$ cat config.mk
export PLATFORM = sky130hd
export DESIGN_NAME = l2_req_arb
export DESIGN_NICKNAME = d
export VERILOG_FILES = /design/src/rtl/l2_req_arb.sv
export SDC_FILE = /design/constraint.sdc
export NUM_CORES = 1
export LEC_CHECK = 0
export CORE_MARGIN = 2
export CORE_UTILIZATION = 30
export CTS_CLUSTER_DIAMETER = 40
export DETAILED_ROUTE_END_ITERATION = 8
export PLACE_DENSITY_LB_ADDON = 0.12
export SYNTH_ARGS = -nofsm -noshare
export SYNTH_HDL_FRONTEND = slang
export SYNTH_SLANG_ARGS = --single-unit
$ cat constraint.sdc
create_clock -name clk -period 10.1 [get_ports clk]
set_input_delay 2.525 -clock clk [delete_from_list [all_inputs] [get_ports clk]]
set_output_delay 2.525 -clock clk [all_outputs]
set_load 0.02 [all_outputs]
$ cat src/rtl/l2_req_arb.sv
// Round-robin arbiter sharing one OpenCAPI request channel among stream-pointer requesters,
// with tagged response demux. Define L2_REQ_ARB_CREDIT_EN to enable the in-flight credit limit.
module l2_req_arb #(
    parameter int unsigned n_streams       = 8,
    parameter int unsigned tag_width       = $clog2(n_streams),
    parameter int unsigned max_outstanding = 16,
    parameter int unsigned cnt_width       = $clog2(max_outstanding + 1)
) (
    input  logic                 clk,
    input  logic                 reset,
    input  logic [n_streams-1:0] i_req_v,
    output logic [n_streams-1:0] i_req_r,
    output logic                 o_req_v,
    input  logic                 o_req_r,
    output logic [tag_width-1:0] o_req_tag,
    input  logic                 i_rsp_v,
    output logic                 i_rsp_r,
    input  logic [tag_width-1:0] i_rsp_tag,
    output logic [n_streams-1:0] o_rsp_v,
    input  logic [n_streams-1:0] o_rsp_r,
    output logic [cnt_width-1:0] o_outstanding,
    output logic                 o_err
);

    logic                 r_req_v;
    logic [tag_width-1:0] r_req_tag;
    logic [tag_width-1:0] r_last;
    logic                 r_err;

    logic [tag_width-1:0] w_winner;
    logic [tag_width-1:0] w_idx;
    logic                 w_found;
    logic                 w_can_load;
    logic                 w_credit;
    logic                 w_grant;
    logic [n_streams-1:0] w_req_r;
    logic                 w_bad_tag;
    logic                 w_rsp_r;
    logic [n_streams-1:0] w_rsp_v;
    logic                 w_rsp_hs;
    logic                 w_underflow;

    // Search starts one past the last winner and wraps, giving round-robin fairness.
    always_comb begin
        w_found  = 1'b0;
        w_winner = r_last;
        w_idx    = '0;
        for (int i = 1; i <= int'(n_streams); i++) begin
            w_idx = tag_width'((int'(r_last) + i) % int'(n_streams));
            if (!w_found && i_req_v[w_idx]) begin
                w_found  = 1'b1;
                w_winner = w_idx;
            end
        end
    end

    assign w_can_load = !r_req_v || o_req_r;
    assign w_grant    = !reset && w_can_load && w_credit && w_found;

    always_comb begin
        w_req_r = '0;
        if (w_grant) begin
            w_req_r[w_winner] = 1'b1;
        end
    end

    assign w_bad_tag = int'(i_rsp_tag) >= int'(n_streams);

    // Out-of-range tags are always accepted so a bad response cannot wedge the channel.
    always_comb begin
        w_rsp_r = 1'b0;
        if (!reset) begin
            if (w_bad_tag) begin
                w_rsp_r = 1'b1;
            end else begin
                w_rsp_r = o_rsp_r[i_rsp_tag];
            end
        end
    end

    always_comb begin
        w_rsp_v = '0;
        for (int k = 0; k < int'(n_streams); k++) begin
            w_rsp_v[k] = !reset && i_rsp_v && (i_rsp_tag == tag_width'(k));
        end
    end

    assign w_rsp_hs = i_rsp_v && w_rsp_r;

`ifdef L2_REQ_ARB_CREDIT_EN
    localparam int unsigned CntW1 = cnt_width + 1;

    logic [cnt_width-1:0] r_outstanding;
    logic [CntW1-1:0]     w_inflight;
    logic                 w_inc;
    logic                 w_dec;

    // The staged request already holds a credit even before it is accepted downstream.
    assign w_inflight  = CntW1'(r_outstanding) + CntW1'(r_req_v);
    assign w_credit    = w_inflight < CntW1'(max_outstanding);
    assign w_inc       = r_req_v && o_req_r;
    assign w_dec       = w_rsp_hs;
    assign w_underflow = w_dec && !w_inc && (r_outstanding == '0);

    always_ff @(posedge clk) begin
        if (reset) begin
            r_outstanding <= '0;
        end else if (w_inc && !w_dec) begin
            r_outstanding <= r_outstanding + cnt_width'(1);
        end else if (w_dec && !w_inc && !w_underflow) begin
            r_outstanding <= r_outstanding - cnt_width'(1);
        end
    end

    assign o_outstanding = r_outstanding;
`else
    assign w_credit      = 1'b1;
    assign w_underflow   = 1'b0;
    assign o_outstanding = '0;
`endif

    always_ff @(posedge clk) begin
        if (reset) begin
            r_req_v   <= 1'b0;
            r_req_tag <= '0;
            r_last    <= tag_width'(n_streams - 1);
            r_err     <= 1'b0;
        end else begin
            if (w_grant) begin
                r_req_v   <= 1'b1;
                r_req_tag <= w_winner;
                r_last    <= w_winner;
            end else if (o_req_r) begin
                r_req_v <= 1'b0;
            end
            r_err <= r_err || (w_rsp_hs && w_bad_tag) || w_underflow;
        end
    end

    assign i_req_r   = w_req_r;
    assign o_req_v   = r_req_v;
    assign o_req_tag = r_req_tag;
    assign i_rsp_r   = w_rsp_r;
    assign o_rsp_v   = w_rsp_v;
    assign o_err     = r_err;

endmodule
# == Word level (Yosys, flattened, before mapping) ==
# Index checks and enable logic that the tools add are counted.
# totals
reg_bits,7
wordCells,100
in_bits,23
output_inout_bits,27
# classes
n_reduce_logical,31
n_eq_ne,7
order_cmp,11
muxes,40
addsub,8
# op_table
cell,n
"3-bit by 4-bit < comparator with 1-bit output, second input constant",10
1-bit binary-select mux with 3-bit select,9
3-bit two-way mux,8
1-bit two-way mux,21
1-bit logical AND,19
"3-bit adder, second input constant",4
"3-bit == test, second input constant",4
1-bit logical NOT,9
8-bit two-way mux,1
"3-bit by 1-bit adder with 3-bit output, second input constant",2
"3-bit by 2-bit adder with 3-bit output, second input constant",2
"3-bit by 2-bit == test with 1-bit output, second input constant",2
1-bit demux with 3-bit select,1
"3-bit by 1-bit == test with 1-bit output, second input constant",1
"3-bit by 1-bit >= comparator with 1-bit output, second input constant",1
3-bit logical NOT,1
2-bit nonzero test,1
1-bit logical OR,1

# == Logic depth before layout (Yosys ltp) ==
# Gate-level depths: netlist of the first run.
# logic_depth
ltp_word,30
depth_mapped,11
mapped_depth_nobuf,8

# == Least setup slack after synthesis of the first run ==
# OpenSTA, ideal clock, no wires.
# synth_path
path_type,input to output
start,input i_req_v[3]
end,output i_req_r[2]
required_time_ns,7.575
path_slack_ns,2.676
path_buffers,0
arrival_ns,4.899
stages,6
path_cell_list,mux4_1 > mux2_2 > nor4_2 > nand2_1 > a32o_1 > nor4_1
# synth_via
elab_chain_cells,29
word_cells_on_any_way,53
cone_classes,order compare: 2; mux: 35; reduce/logical: 16
# synth_rtl
item,line_no,rtl
start: declaration,11,"input logic [n_streams-1:0] i_req_v,"
1-bit binary-select mux with 3-bit select,50,if (!w_found && i_req_v[w_idx]) begin
1-bit two-way mux (implied by the code),50,
1-bit two-way mux,50,
1-bit logical NOT,50,
1-bit logical AND,50,
1-bit two-way mux,50,
1-bit logical NOT,50,
1-bit logical AND,50,
[13 not listed],-,
1-bit logical NOT,50,
1-bit logical AND,50,
3-bit two-way mux,50,
3-bit by 4-bit < comparator with 1-bit output (implied by the code) / 3-bit by 1-bit >= comparator with 1-bit output (equally long branches),63,w_req_r[w_winner] = 1'b1;
1-bit logical AND (implied by the code),63,
1-bit two-way mux (implied by the code),63,
1-bit demux with 3-bit select,63,
8-bit two-way mux (*),62,if (w_grant) begin
end: declaration,12,"output logic [n_streams-1:0] i_req_r,"
# Mark *: on every way between the ends. The rest lies on a longest branch, timed or not. The select of a mux whose other input is x is not followed.

# == Worst setup path in the final report of the first run ==
# layout_path
start,input i_req_v[3]
end,output i_req_r[4]
# Same word-level chain as after synthesis.

==> flow_summary.yaml, run 1 <==
clock_tree:
  clock_sinks: 7
  clk-insertion-delay-late_ps: 230
  cts_tree: "done"
  clock_path_buffers: 2
  cts_max_level: 1
  post_cts_buffers: 0
  clockRootBuffer: "clkbuf_8"
  cts_hold_buf: 0
  ctsResizeCount: 0
  path_clk_slew_ps: 40
  cts_buffers: 3
global_routing:
  grt_pass1_wl_um: 7370
  track_usage_pct: 14.8
  grt_overflow: 0
  grt_max_degree: 25
  antenna_found_initial: 0
  grt_pass1_vias: 1500
placed_design:
  hpwl_um: 3440
  gp_congestion: 0.836
  dp.cells: 277
  port_buffers: 43
hold_path:
  min_delay_path_depth: 2
  hp-class: "reg2reg"
  hp-start: "o_req_tag[0]$_SDFFE_PP0P_"
  holdPathEnd: "o_req_tag[0]$_SDFFE_PP0P_"
cells_and_area:
  drive_above_1_share_pct: 16.6
  antenna_cells: 0
  stdcell_count: 281
  synthToLayoutAreaGrowth_pct: 30.6
  nets: 237
worst_setup_path:
  reg2regPathDepth: 8
  critPathKind: "in2out"
  rr_startpoint: "r_last[0]$_SDFFE_PP1P_"
  required_ps: 7580
  critPathLaunchType: "primary input"
  r2r_setup_slack_ps: 5920
  critPathSlowestCell: "mux4_1"
  crit_top_cell: "clkdlybuf4s50_1"
  endpoint_kind: "output pin"
  regToRegEndpoint: "o_req_tag[2]$_SDFFE_PP0P_"
  arrival_ps: 5950
  cp_max_fo: 9
  crit_chain: "clkdlybuf4s50_1 -> mux4_1 -> or4_4 -> nor3_4 -> nand2_2 -> a221o_1 -> a211oi_1 -> clkdlybuf4s50_1"
  cpPeakStageDelay_ps: 710
logic_synthesis:
  synth_top_area_share_pct: 22.5
  ys_types: 53
  synth_area_leaders: "mux4_2 23%, mux2i_1 11%, dfxtp_1 8.8%, mux2_2 4.9%, mux4_1 3.3%"
  synth_cells: 174
  yosys-top-cells-count: "18 x mux2i_1, 16 x mux4_2, 12 x nand2_1, 12 x nor2_1, 8 x inv_1"
  synth_edf_count: 0
  ys.flop_type: "dfxtp_1"
  syn_area_sq_um: 1600
  avgSynthCellArea_sq_um: 9.20
  yosys.area.top_type: "mux4_2"
  yosys_warnings: 0
  synthArstFlopShare_pct: 0
  synth-seq-area-share_pct: 8.76
  synth.most_common_cell: "mux2i_1"
  synth-seq-cells: 7
timing:
  fin_crit_ps: 8480
  hold_viol_final: 0
  tightest_slew_ps: 955
  relSlewSlack_pct: 36.3
  timing.fmax_ghz: 0.118
  slew_violations: 0
  period_share_pct: 83.9
  rsz0062_at_grt: "false"
  final.setup.tns_ps: 0
  finClkSkew_ps: 1.79
  setup_viol: 0
drt:
  vias: 1552
  wl_per_cell_um: 15.7
  drtIter0Drc: 96
  avgViaCountPerCell: 5.52
  wl_um: 4420
  ant_nets: 0
  drc: 0
  drt_pass1_iterations: 4
power_and_ir_drop:
  power_density_nw_per_um2: 365
  p_leak_uw: 0.000760
  peakVddDrop_mv: 0.0994
floorplan:
  chipWidth_um: 77.0
  chipHeight_um: 77.0
  start_util_pct: 31.1
  core_area_sq_um: 5140
  die-area_sq_um: 5930
  pin_count: 50
  rows: 26
outcome:
  status: "completed"
flow_run:
  drv_cap: 0
where the power goes:
| part | leakage (uW) | internal, uW | switching, uW |
|---|---|---|---|
| Sequential | 0.0000587 | 39.7 | 32.5 |
| Combinational | 0.000678 | 292 | 359 |
| Clock | 0.0000228 | 27.3 | 12.3 |
| Total | 0.000760 | 359 | 404 |
cell usage in the layout (no fill, tap or decap), types with 6 or more instances in the layout:
master | netlist | final
o21ai_0 | 6 | 6
clkdlybuf4s50_1 | 0 | 43
conb_1 | 1 | 6
dfxtp_1 | 7 | 7
mux2_2 | 7 | 7
mux2i_1 | 18 | 18
nand2_1 | 12 | 12
inv_1 | 8 | 8
nor2_1 | 12 | 12
mux4_2 | 16 | 16
routing by layer:
layer,wire [um],track usage [%]
met4,17,2.14
met1,2010,20.0
met2,2190,26.1
met5,0,0
met3,209,1.76
logic make-up after synthesis:
logic type	count (synthesis)	synth area share, %
buffers and inverters	24	7.82
muxes	43	42.0
AOI/OAI and AO/OA	39	18.6
adders and majority gates	2	1.56
DFF	7	8.76
xor gates and xnor gates	6	3.28
other	1	0.234
and+or+nand+nor	52	17.7
worst max-delay path, delay by kind of cell:
kind / cells / cell delay [ps]
simple gates: 3 / 880
compound gates: 2 / 660
mux: 1 / 710
buf+inv: 2 / 1180
sequential cells by signal (all words and copies together), names as in the netlist:
register	flops
o_req_tag	3
r_last	3
o_req_v	1
worst max-delay path by stage:
stage,from,cells past startpoint,slack [ps],to
2_1_floorplan,i_req_v[3],6,2680,i_req_r[2]
3_3_place_gp,i_req_v[0],8,1690,i_req_r[1]
3_5_place_dp,i_req_v[1],8,1640,i_req_r[1]
4_1_cts,i_req_v[3],8,1630,i_req_r[5]
5_1_grt,i_req_v[0],7,1430,i_req_r[6]
6_report,i_req_v[3],8,1620,i_req_r[4]
through the flow:
stage          utilization (%)  instance area, sq um  power (uW)  setup WS (ps)  hold slack (ps)
6_report                  40.7                  2090         763           1620              450
5_1_grt                   40.7                  2090         821           1430              465
4_1_cts                   40.7                  2090         763           1630              457
3_5_place_dp              39.8                  2050         720           1640              451
3_3_place_gp              39.8                  2050         718           1690              445
2_1_floorplan                -                  1620         570           2680              533
layout make-up:
cell class | count | area [sq um]
Multi-Input combinational cell | 148 | 1350
Clock buffer | 4 | 45.0
Inverter | 9 | 33.8
Fill cell | 546 | 3050
Sequential cell | 7 | 140
Tap cell | 70 | 87.6
Timing Repair Buffer | 43 | 430
Power figures use the tool's default switching activity.
==> run 2: changes to the inputs <==
==> constraint.sdc (replaced) <==
create_clock -name clk -period 7.3 [get_ports clk]
set_input_delay 1.825 -clock clk [delete_from_list [all_inputs] [get_ports clk]]
set_output_delay 1.825 -clock clk [all_outputs]
set_load 0.02 [all_outputs]
==> run 2 against run 1 <==
Net effect:
- hold slack better by 14 ps
- largest cell class unchanged
- non-clock buffer count grew 2
- sequential share of layout area hardly changed
- critical path depth unchanged
- first-iteration DRC count increased by 1.0%
- sequential power is 37% higher
- clock power grew 33%
==> flow_summary.yaml, run 2 (synthesis results as in run 1) <==
power_and_ir_drop:
  p_sw_share_pct: 52.8
  switchingPower_uw: 563
  power.share.clock_pct: 4.9
  power_density_nw_per_um2: 507
  peakVddDrop_mv: 0.157
  seq_power_share_pct: 9.3
  combPwrFrac_pct: 85.8
  p_leak_uw: 0.000770
  p_int_uw: 504
worst_setup_path:
  cp_max_fo: 9
  arrival_ps: 5240
  rr_startpoint: "r_last[0]$_SDFFE_PP1P_"
  critPathLaunchType: "primary input"
  reg2regPathDepth: 8
  required_ps: 5480
  regToRegEndpoint: "r_last[2]$_SDFFE_PP1P_"
  r2r_setup_slack_ps: 3210
  endpoint_kind: "output pin"
  critPathKind: "in2out"
timing:
  timing.fmax_ghz: 0.141
  rsz0062_at_grt: "false"
  worst_slack_ps: 231
  setup_viol: 0
  tightest_slew_ps: 805
  finClkSkew_ps: 0.531
  fin_crit_ps: 7070
  slew_violations: 0
  relSlewSlack_pct: 46.3
  final.setup.tns_ps: 0
  period_share_pct: 96.8
  hold_viol_final: 0
clock_tree:
  clock_path_buffers: 2
  clk-insertion-delay-late_ps: 220
  clock_sinks: 7
  cts_buffers: 3
  cts_hold_buf: 0
  clockRootBuffer: "clkbuf_8"
  cts_tree: "done"
  path_clk_slew_ps: 40
  ctsResizeCount: 0
  cts_max_level: 1
  post_cts_buffers: 0
drt:
  wl_um: 4440
  drc: 0
  drtIter0Drc: 97
  ant_nets: 0
  vias: 1594
  wl_per_cell_um: 15.7
  avgViaCountPerCell: 5.63
  drt_pass1_iterations: 4
hold_path:
  min_delay_path_depth: 2
  hp-start: "o_req_tag[0]$_SDFFE_PP0P_"
  holdPathEnd: "o_req_tag[0]$_SDFFE_PP0P_"
  hp-class: "reg2reg"
global_routing:
  track_usage_pct: 15.4
  grt_pass1_wl_um: 7670
  grt_max_degree: 22
  grt_pass1_vias: 1572
  antenna_found_initial: 0
  grt_overflow: 0
floorplan:
  core_area_sq_um: 5140
  pin_count: 50
  chipHeight_um: 77.0
  chipWidth_um: 77.0
  die-area_sq_um: 5930
  rows: 26
  start_util_pct: 31.1
cells_and_area:
  antenna_cells: 0
  drive_above_1_share_pct: 17.4
  synthToLayoutAreaGrowth_pct: 31.6
  final_common_cell: "clkdlybuf4s50_1"
  nets: 239
  mostFrequentLayoutCells: "43 x clkdlybuf4s50_1, 18 x mux2i_1, 16 x mux4_2, 12 x nand2_1, 12 x nor2_1"
  fin_area_sq_um: 2110
placed_design:
  gp_congestion: 0.815
  hpwl_um: 3500
  place_area_sq_um: 2060
  port_buffers: 43
  pre_cts_slack_ps: 242
outcome:
  status: "completed"
flow_run:
  drv_cap: 0
run 2: final cells by class:
cell class	count	area, sq um
Fill cell	521	3030
Clock buffer	4	45.0
Inverter	9	33.8
Tap cell	70	87.6
Timing Repair Buffer	45	445
Multi-Input combinational cell	148	1350
Sequential cell	7	140
run 2: worst max path at each step:
stage	start	to	slack, ps	cells past startpoint
global route	i_req_v[0]	i_req_r[6]	50	7
detailed placement	i_req_v[2]	i_req_r[5]	240	8
global placement	i_req_v[0]	i_req_r[0]	290	8
floorplan	i_req_v[3]	i_req_r[2]	1280	6
CTS	i_req_v[0]	i_req_r[4]	250	8
finish	i_req_v[2]	i_req_r[4]	230	8
run 2: critical path, stage by stage:
cell and delay, ps:
clkdlybuf4s50_1 540, mux4_1 700, or4_4 560, nor3_4 220
nand2_2 80, a221o_1 380, a211oi_1 280, clkdlybuf4s50_1 650
run 2: metal layers:
metal	vias to the layer above	global-route usage, %	wire length (um)
met1	776	20.9	2010
met3	4	0.941	188
met5	-	0	0
met4	0	2.50	38
met2	49	27.4	2210
li1	765	-	-
run 2: power groups by stage:
stage	combinational (uW)	sequential (uW)	clock [uW]
2_1_floorplan	712	76.3	0
3_3_place_gp	904	99.6	0
3_5_place_dp	912	99.9	0
4_1_cts	916	99.4	53.6
5_1_grt	998	106	56.8
6_report	915	98.8	52.7
run 2: stage by stage:
step                      total power, uW  hold WS [ps]  utilization (%)  cells
after global routing                 1160           521             41.0    283
after CTS                            1070           465             41.0    283
final                                1070           464             41.0    283
after detailed placement             1010           460             40.1    279
after floorplan                       788           533                -    179
after global placement               1000           445             40.1    279
